**config.mk**
```make
export PLATFORM = sky130hd
export DESIGN_NAME = xnor_gate
export DESIGN_NICKNAME = d
export VERILOG_FILES = /design/src/rtl/xnor_gate.sv
export SDC_FILE = /design/constraint.sdc
export NUM_CORES = 1
export LEC_CHECK = 0
export ABC_CLOCK_PERIOD_IN_PS = 2800
export CAP_MARGIN = 20
export CORE_MARGIN = 4
export CORE_UTILIZATION = 47
export DETAILED_ROUTE_END_ITERATION = 10
export PLACE_DENSITY_LB_ADDON = 0.3
export SYNTH_ARGS = -nofsm -noshare
export SYNTH_HDL_FRONTEND = slang
export SYNTH_SLANG_ARGS = --single-unit
```
**constraint.sdc**
```tcl
create_clock -name clk -period 2.8 [get_ports clk]
set_input_delay 0.42 -clock clk [delete_from_list [all_inputs] [get_ports clk]]
set_output_delay 0.42 -clock clk [all_outputs]
set_load 0.01 [all_outputs]
```
**src/rtl/xnor_gate.sv**
```systemverilog
// xnor_gate: 4-input XNOR (even-parity detector) leaf cell.
//   y          : combinational parity result, zero latency.
//   y_q        : y captured on every accepted (in_valid) cycle.
//   out_valid  : in_valid delayed by one cycle.
//   err_cnt    : saturating count of accepted samples with y=0.
//   sticky_err : set by the first accepted y=0 sample, held until cnt_clr.
// Optional build macro XNOR_GATE_INVERT_EN adds an 'inv' input. With inv=1,
// y becomes plain XOR (odd parity), so the counter then tallies even-parity
// samples. In that build the y_q reset value is 0.
// CNT_W legal range is 2..16.
module xnor_gate #(
    parameter int CNT_W = 8
) (
    input  logic             clk,
    input  logic             rst,
    input  logic             a,
    input  logic             b,
    input  logic             c,
    input  logic             d,
    input  logic             in_valid,
    input  logic             cnt_clr,
`ifdef XNOR_GATE_INVERT_EN
    input  logic             inv,
`endif
    output logic             y,
    output logic             y_q,
    output logic             out_valid,
    output logic [CNT_W-1:0] err_cnt,
    output logic             sticky_err
);

    localparam logic [CNT_W-1:0] CNT_MAX = {CNT_W{1'b1}};
    localparam logic [CNT_W-1:0] CNT_ONE = {{(CNT_W-1){1'b0}}, 1'b1};

`ifdef XNOR_GATE_INVERT_EN
    // Reset value is a constant so the async reset stays a plain reset/preset.
    localparam logic Y_Q_RST = 1'b0;
`else
    // All-zero input is even parity, so the idle registered result is 1.
    localparam logic Y_Q_RST = 1'b1;
`endif

    logic [3:0]       data_bits;
    logic [4:0]       par_chain;
    logic             y_comb;

    logic             y_q_reg;
    logic             y_q_next;
    logic             out_valid_reg;
    logic [CNT_W-1:0] err_cnt_reg;
    logic [CNT_W-1:0] err_cnt_next;
    logic             sticky_err_reg;
    logic             sticky_err_next;

    assign data_bits    = {d, c, b, a};
    assign par_chain[0] = 1'b0;

    // XOR chain across the data bits; par_chain[4] is the odd-parity flag.
    genvar gi;
    generate
        for (gi = 0; gi < 4; gi++) begin : g_par
            assign par_chain[gi+1] = par_chain[gi] ^ data_bits[gi];
        end
    endgenerate

`ifdef XNOR_GATE_INVERT_EN
    // inv=1 flips the sense: y reports odd parity instead of even parity.
    assign y_comb = ~(par_chain[4] ^ inv);
`else
    assign y_comb = ~par_chain[4];
`endif

    // Next-state logic: capture on valid; clear beats a simultaneous y=0 sample.
    always_comb begin
        y_q_next        = in_valid ? y_comb : y_q_reg;
        err_cnt_next    = err_cnt_reg;
        sticky_err_next = sticky_err_reg;
        if (cnt_clr) begin
            err_cnt_next    = '0;
            sticky_err_next = 1'b0;
        end else if (in_valid && !y_comb) begin
            if (err_cnt_reg != CNT_MAX) begin
                err_cnt_next = err_cnt_reg + CNT_ONE;
            end
            sticky_err_next = 1'b1;
        end
    end

    // State registers with asynchronous reset to the idle values.
    always_ff @(posedge clk or posedge rst) begin
        if (rst) begin
            y_q_reg        <= Y_Q_RST;
            out_valid_reg  <= 1'b0;
            err_cnt_reg    <= '0;
            sticky_err_reg <= 1'b0;
        end else begin
            y_q_reg        <= y_q_next;
            out_valid_reg  <= in_valid;
            err_cnt_reg    <= err_cnt_next;
            sticky_err_reg <= sticky_err_next;
        end
    end

    assign y          = y_comb;
    assign y_q        = y_q_reg;
    assign out_valid  = out_valid_reg;
    assign err_cnt    = err_cnt_reg;
    assign sticky_err = sticky_err_reg;

endmodule

```
Yosys cells after proc, flatten, opt, wreduce, memory -nomap -nowiden

Cells that the tools add are included.

Register bits: 11
Output and inout bits: 12
Input bits: 8
Word-level logic and storage cells: 19

Equal/unequal tests: 1
Bitwise gates (word level): 4
Mux-type cells: 5
Add/sub/neg operators: 1
Reductions and logical operators: 4

Operators with widths:

| kind                                                          | count |
|---|---|
| 8-bit 2-to-1 mux                                              | 3 |
| 8-bit by 1-bit adder with 8-bit output, second input constant | 1 |
| 8-bit != test, second input constant                          | 1 |
| 2-bit nonzero test                                            | 2 |
| 1-bit XOR                                                     | 3 |
| 1-bit 2-to-1 mux                                              | 2 |
| 2-bit AND reduction                                           | 1 |
| 1-bit logical AND                                             | 1 |
| 1-bit inverter                                                | 1 |

Logic depth before layout (Yosys ltp)

Gate-level depths: netlist of run 1.

Word-level depth: 6
Gate-level depth with buffers: 5
Depth with buffers taken out: 5

Worst setup path before layout of run 1

No wires, ideal clock.

Path type: in2reg
Start: input port c
End: register err_cnt_reg[3], in the netlist err_cnt[3]
Path buffers: 0
Data arrival time: 1636 ps
Data required time: 2675 ps
Path slack: 1039 ps
Stages: 5
Setup time: 125 ps
Path through: xor2_1 -> xnor2_2 -> inv_2 -> nor4b_2 -> mux2_2

Word-level cells in the longest chain between the ends: 5

RTL lines:

| element                       | RTL line | RTL |
|---|---|---|
| from (decl)                   | 18       | `input logic c,` |
| 1-bit XOR (2 in a row)        | 62       | `assign par_chain[gi+1] = par_chain[gi] ^ data_bits[gi];` |
| 1-bit logical AND             | 81       | `end else if (in_valid && !y_comb) begin` |
| 2-bit nonzero test (no line)  | n/a      |  |
| 2-bit AND reduction (no line) | n/a      |  |
| to (signal assigned)          | 99       | `err_cnt_reg <= err_cnt_next;` |
| to (decl)                     | 50       | `logic [CNT_W-1:0] err_cnt_reg;` |

No other way between the ends.
A chain may end at the register's enable or synchronous reset.

Final worst setup path of run 1

Start: input port d
End: output port y

Word-level cells in the longest chain between the ends: 2

RTL lines:

| element        | RTL line | RTL |
|---|---|---|
| from (decl)    | 19       | `input logic d,` |
| 1-bit XOR      | 62       |  |
| 1-bit inverter | 70       | `assign y_comb = ~par_chain[4];` |
| to (decl)      | 25       | `output logic y,` |

No other way between the ends.

==> metrics, run 1 <==
floorplan row count=12; root buffer cell=clkbuf_4; Yosys reg bits=11; most common cell in the netlist=dfrtp_1; endpoints failing setup=0; sequential element share of the synthesized area=43.9%; vias in the first global route=518; Req. time, crit path=2.38 ns; Core Box Area=1190 um^2; Antenna diodes=0; TritonRoute pass-1 iters=4; layout cell share with drive strength beyond 1=16.5%; Vias per Instance=5.73; cell taking the most area after synthesis=dfrtp_1; RSZ-0062 raised after global routing=false; Slew Viols, Final=0; clk sink count=11; Distinct cells, synth=25; setup repair bufs after CTS=0; H-tree Lvls=1; Yosys warning count=0; VDD IR-drop max=0.000366 V; fraction of registers with async set/reset=100%; Worst Skew=0.00101 ns; crit-path most repeated cell=clkdlybuf4s50_1; Total Negative Setup Slacks=0 ns; Worst Path Arrival=2.02 ns; CP max-delay cell=clkdlybuf4s50_1; Final Hold Viols=0; Total Routed Length=1500 um; initial core utilization=53.1%; via total after detailed routing=567; R2R Setup Slk=1.17 ns; hold bufs inserted after CTS=0; Post-synth EDFFs=0; first-pass GRT wire length=2420 um; Routed Antenna Nets=0; fin crit share=87.0%; grt total ovfl=0; 1st-iter DRT viols=20; Die X=44.6 um; length in cells of the worst reg-to-reg path=4; Global Route Usage Sum=16.6%; Synth Cell Area=629 um^2; Clk pin slew, worst setup/hold paths=0.07 ns; IO Count=20; Clock Latency Late Sink=0.26 ns; top sig layer=met4; CP cell instances=clkdlybuf4s50_1 -> xor2_1 -> xnor2_2 -> inv_2 -> clkdlybuf4s50_1; Startpoint Class=primary input; leakage=0.332 nW; CTS tree=built; crit-path max cell delay=0.56 ns; CP Class=in2out; WHS=0.436 ns; Setup crit end kind=output pin; Max Clock Freq=411 MHz; Critical R2R Capture=err_cnt[0]; Syn Nets=73; relative slew slack=69.7%; Max Root-Sink Buffers=2; Wirelength per Cell=15.2 um; Power Dens Cells=440 nW/um^2; Gates resized, CTS repair=0; top cell type's share of synthesized area=39.8%; status=completed; PortBufs=19; Post-Syn Instances=64; # DRC=0; CP Max Fanout=7; Die Area=1990 um^2; Detail Placement HPWL=1100 um; max reg flops=8; metal3 WL=119 um; met2 wire len=748 um; routability cong.=0.813; largest net degree at the start of global routing=15; CTS Buf Count=3; Max Cap Viol=0; Nets=95; origin of the critical flop-to-flop path=err_cnt[0]; area grow syn2layout=36.0%; # fillers=98; Slew @ Worst Pin=0.452 ns; top_reg_cell synth=dfrtp_1; ranking of synthesized cells by area=dfrtp_1 (40%), mux2_2 (8.9%), nor2b_1 (5.0%), dfstp_2 (4.2%), nor2_1 (4.2%); commonest cells in the netlist=dfrtp_1 (10), nor2_1 (7); Mean Syn Cell Area=9.83 um^2; worst hold path class=in2async; Tmin final=2.44 ns; DRT met1 WL=606 um; Die Ht=44.6 um; initial antenna violation count=0
==> through the flow <==
stage | instances | total power [mW] | area (um^2) | setup slack [ns] | utilization [%]
floorplan | 64 | 0.226 | 629 | 1.04 | -
global placement | 95 | 0.267 | 830 | 0.379 | 69.9
detailed placement | 95 | 0.270 | 830 | 0.361 | 69.9
CTS | 99 | 0.378 | 856 | 0.358 | 72.2
global route | 99 | 0.396 | 856 | 0.257 | 72.2
finish | 99 | 0.376 | 856 | 0.364 | 72.2
==> per-layer routing <==
layer	vias up	global-route usage [%]
met5	-	0
met2	28	26.1
met4	0	10.2
met3	4	2.85
li1	273	-
met1	262	20.7
==> kinds of logic after synthesis <==
family	Yosys count	synth area share, %
compound gates	6	6.56
mux	6	10.5
xor+xnor	3	5.37
simple gates	33	29.2
buf+inv	4	2.38
fa+ha+maj	1	1.99
flops	11	43.9
==> worst max path at each step <==
stage | start | endpoint | slack, ns | cells after the start
floorplan | c | err_cnt[3] | 1.04 | 5
global placement | d | y | 0.38 | 5
detailed placement | d | y | 0.36 | 5
CTS | d | y | 0.36 | 5
global route | c | y | 0.26 | 5
finish | d | y | 0.36 | 5
==> critical path, delay by kind of cell <==
family	cells	cell delay (ns)
buffers and inverters	3	1.19
XOR/XNOR	2	0.41
==> final cells by class <==
cell class / instances / area [um^2] / area share (%)
Clock buffer: 4 / 26.3 / 3.07
Inverter: 2 / 7.51 / 0.877
Multi-Input combinational cell: 49 / 338 / 39.5
Sequential cell: 11 / 277 / 32.3
Tap cell: 14 / 17.5 / 2.05
Timing Repair Buffer: 19 / 190 / 22.2
==> cell usage in the layout (no fill, tap or decap), types with 3 or more instances in the layout <==
cell type	count
dfrtp_1	10
clkdlybuf4s50_1	19
nand3_1	5
mux2_2	5
nor2_1	7
a21oi_1	3
nor2b_1	5
clkbuf_4	3
nor3_1	5
nand2_1	4
==> power breakdown <==
group / internal (mW) / total (mW) / switching (mW)
combinational: 0.0472 / 0.0894 / 0.0422
clock: 0.0551 / 0.110 / 0.0546
sequential: 0.170 / 0.177 / 0.00672
(Power assumes the default switching activity.)
==> inputs of run 2 (changes only) <==
--- a/config.mk
+++ b/config.mk
@@ -5,10 +5,10 @@
 export SDC_FILE = /design/constraint.sdc
 export NUM_CORES = 1
 export LEC_CHECK = 0
-export ABC_CLOCK_PERIOD_IN_PS = 2800
+export ABC_CLOCK_PERIOD_IN_PS = 2000
 export CAP_MARGIN = 20
 export CORE_MARGIN = 4
-export CORE_UTILIZATION = 47
+export CORE_UTILIZATION = 39
 export DETAILED_ROUTE_END_ITERATION = 10
 export PLACE_DENSITY_LB_ADDON = 0.3
 export SYNTH_ARGS = -nofsm -noshare
==> constraint.sdc (replaced) <==
create_clock -name clk -period 2 [get_ports clk]
set_input_delay 0.3 -clock clk [delete_from_list [all_inputs] [get_ports clk]]
set_output_delay 0.3 -clock clk [all_outputs]
set_load 0.01 [all_outputs]
==> run 2 against run 1 <==
Non-clock buffer count increased by 3. Combinational power increased by 50%. Clock skew increased by 0.0090 ns. First-iteration DRC count decreased by 80%. Global-route usage decreased by 2.7 points. Die area increased by 17%. Utilization decreased by 14 points. Setup slack got worse by 0.21 ns. Critical path type unchanged. Critical endpoint unchanged. Largest cell class unchanged. Largest power group unchanged.
==> metrics, run 2 (synthesis results as in run 1) <==
Startpoint Class=primary input; Worst Path Arrival=1.54 ns (-0.48 ns); Die X=48.2 um (+8.0%); initial core utilization=41.3% (-12 points); worst hold path class=in2async; WHS=0.313 ns (-0.124 ns); utilization after layout=58.3% (-14 points); Max Root-Sink Buffers=2 (unchanged); Vias per Instance=5.28 (-7.8%); Clock Latency Late Sink=0.28 ns (+0.02 ns); 1st-iter DRT viols=4 (-80%); layout cell share with drive strength beyond 1=21.6% (+5.1 points); Total Routed Length=1350 um (-10%); IO Count=20 (unchanged); Global Route Usage Sum=13.9% (-2.7 points); Routed Antenna Nets=0 (unchanged); CTS tree=built; via total after detailed routing=549 (-3.2%); Setup crit end kind=output pin; internal cell power=0.386 mW (+42%); Slew @ Worst Pin=0.465 ns (+0.0124 ns); Clk pin slew, worst setup/hold paths=0.08 ns (about the same); grt total ovfl=0 (unchanged); leakage=0.352 nW (+6.1%); Gate power share=25.0% (+1.2 points); setup repair bufs after CTS=0 (unchanged); final instance area=888 um^2 (+3.8%); hold bufs inserted after CTS=0 (unchanged); Max Cap Viol=0 (unchanged); CTS Buf Count=3 (unchanged); max reg flops=8 (unchanged); # DRC=0 (unchanged); Req. time, crit path=1.70 ns (-0.68 ns); Die Ht=48.2 um (+8.0%); Power Dens Cells=604 nW/um^2 (+37%); clk sink count=11 (unchanged); Wirelength per Cell=13.0 um (-14%); most frequent cells in the layout=clkdlybuf4s50_1 (18), dfrtp_1 (10), nor2_1 (7); initial antenna violation count=0 (unchanged); Worst Skew=0.0101 ns (+0.00904 ns); crit-path max cell delay=0.51 ns (-0.05 ns); Detail Placement HPWL=1030 um (-6.5%); largest net degree at the start of global routing=15 (unchanged); share of power burned in the clock network=28.9% (-0.2 points); Flop pwr share=46.1% (-1.0 points); H-tree Lvls=1 (unchanged); WP buf/inv=3 (unchanged); Slew Viols, Final=0 (unchanged); Tmin final=1.84 ns; CP Max Fanout=7 (unchanged); Max Clock Freq=543 MHz; Largest delay share family, worst path=buffers and inverters; Core Box Area=1520 um^2 (+28%); Levels on crit path=5 (unchanged); PortBufs=19 (unchanged); floorplan row count=14 (+2); first-pass GRT wire length=2170 um (-10%); TritonRoute pass-1 iters=4 (unchanged); root buffer cell=clkbuf_4; Total Negative Setup Slacks=0 ns (unchanged); RSZ-0062 raised after global routing=false; relative slew slack=68.9% (-0.83 points); Gates resized, CTS repair=2 (+2); length in cells of the worst reg-to-reg path=5 (+1); VDD IR-drop max=0.000361 V (-1.3%); area grow syn2layout=41.2%; crit path from=c; Net Switching=0.150 mW (+45%); R2R Setup Slk=0.37 ns (-0.80 ns); vias in the first global route=485 (-6.4%); routability cong.=0.777 (-4.4%); DP Area=855 um^2 (+3.0%); switching share of total power=28.0% (+0.53 points); status=completed; Critical R2R Capture=err_cnt[3]; Die Area=2320 um^2 (+17%); endpoints failing setup=0 (unchanged); fin crit share=92.1%; CP endpoint=y; Antenna diodes=0 (unchanged); origin of the critical flop-to-flop path=err_cnt[0]; CP cell instances=clkdlybuf4s50_1 -> xor2_2 -> xnor2_2 -> inv_2 -> dlygate4sd2_1; Nets=98 (+3.2%); CP max-delay cell=clkdlybuf4s50_1; most common cell after layout, fill and taps aside=clkdlybuf4s50_1; CP Class=in2out; Final Hold Viols=0 (unchanged)
-- run 2: how the worst min path moves through the flow --
stage	start	to	slack [ns]	cells after the start
2_1_floorplan	rst	err_cnt[0]	0.15	1
3_3_place_gp	sticky_err	sticky_err	0.49	2
3_5_place_dp	sticky_err	sticky_err	0.50	2
4_1_cts	rst	err_cnt[5]	0.32	2
5_1_grt	rst	err_cnt[5]	0.33	2
6_report	rst	err_cnt[5]	0.31	2
-- run 2: per-layer routing --
layer,routed length (um),global-route usage (%),vias to the layer above
met5,0,0,-
met4,20,4.84,0
met3,106,6.27,4
met2,630,21.6,18
met1,592,16.8,253
li1,-,-,274
-- run 2: layout make-up --
type | count | area [um^2]
well taps | 16 | 20.0
clock inverters | 1 | 5.00
repair buffers | 22 | 211
fillers | 133 | 636
flip-flops and latches | 11 | 277
clock buffers | 3 | 22.5
inverters | 2 | 7.51
multi-input cells | 49 | 345
-- run 2: worst register-to-register path, stage by stage, from the launching register on --
cell     delay (ns)
dfrtp_1        0.42
ha_1           0.26
nand3_1        0.09
nor2_1         0.07
nor4b_2        0.30
mux2_2         0.37
-- run 2: power groups by stage --
stage,Clock (mW),Combinational (mW),Sequential [mW]
finish,0.155,0.134,0.248
global route,0.174,0.145,0.249
CTS,0.159,0.136,0.248
detailed placement,0,0.136,0.252
global placement,0,0.136,0.251
floorplan,0,0.0593,0.258
-- run 2: metrics by stage --
| step | worst slack [ns] | total power, mW | cells |
|---|---|---|---|
| 6_report | 0.158 | 0.536 | 104 |
| 2_1_floorplan | 0.359 | 0.317 | 64 |
| 3_3_place_gp | -0.0929 | 0.387 | 100 |
| 5_1_grt | 0.108 | 0.569 | 104 |
| 3_5_place_dp | -0.118 | 0.388 | 100 |
| 4_1_cts | 0.149 | 0.542 | 104 |
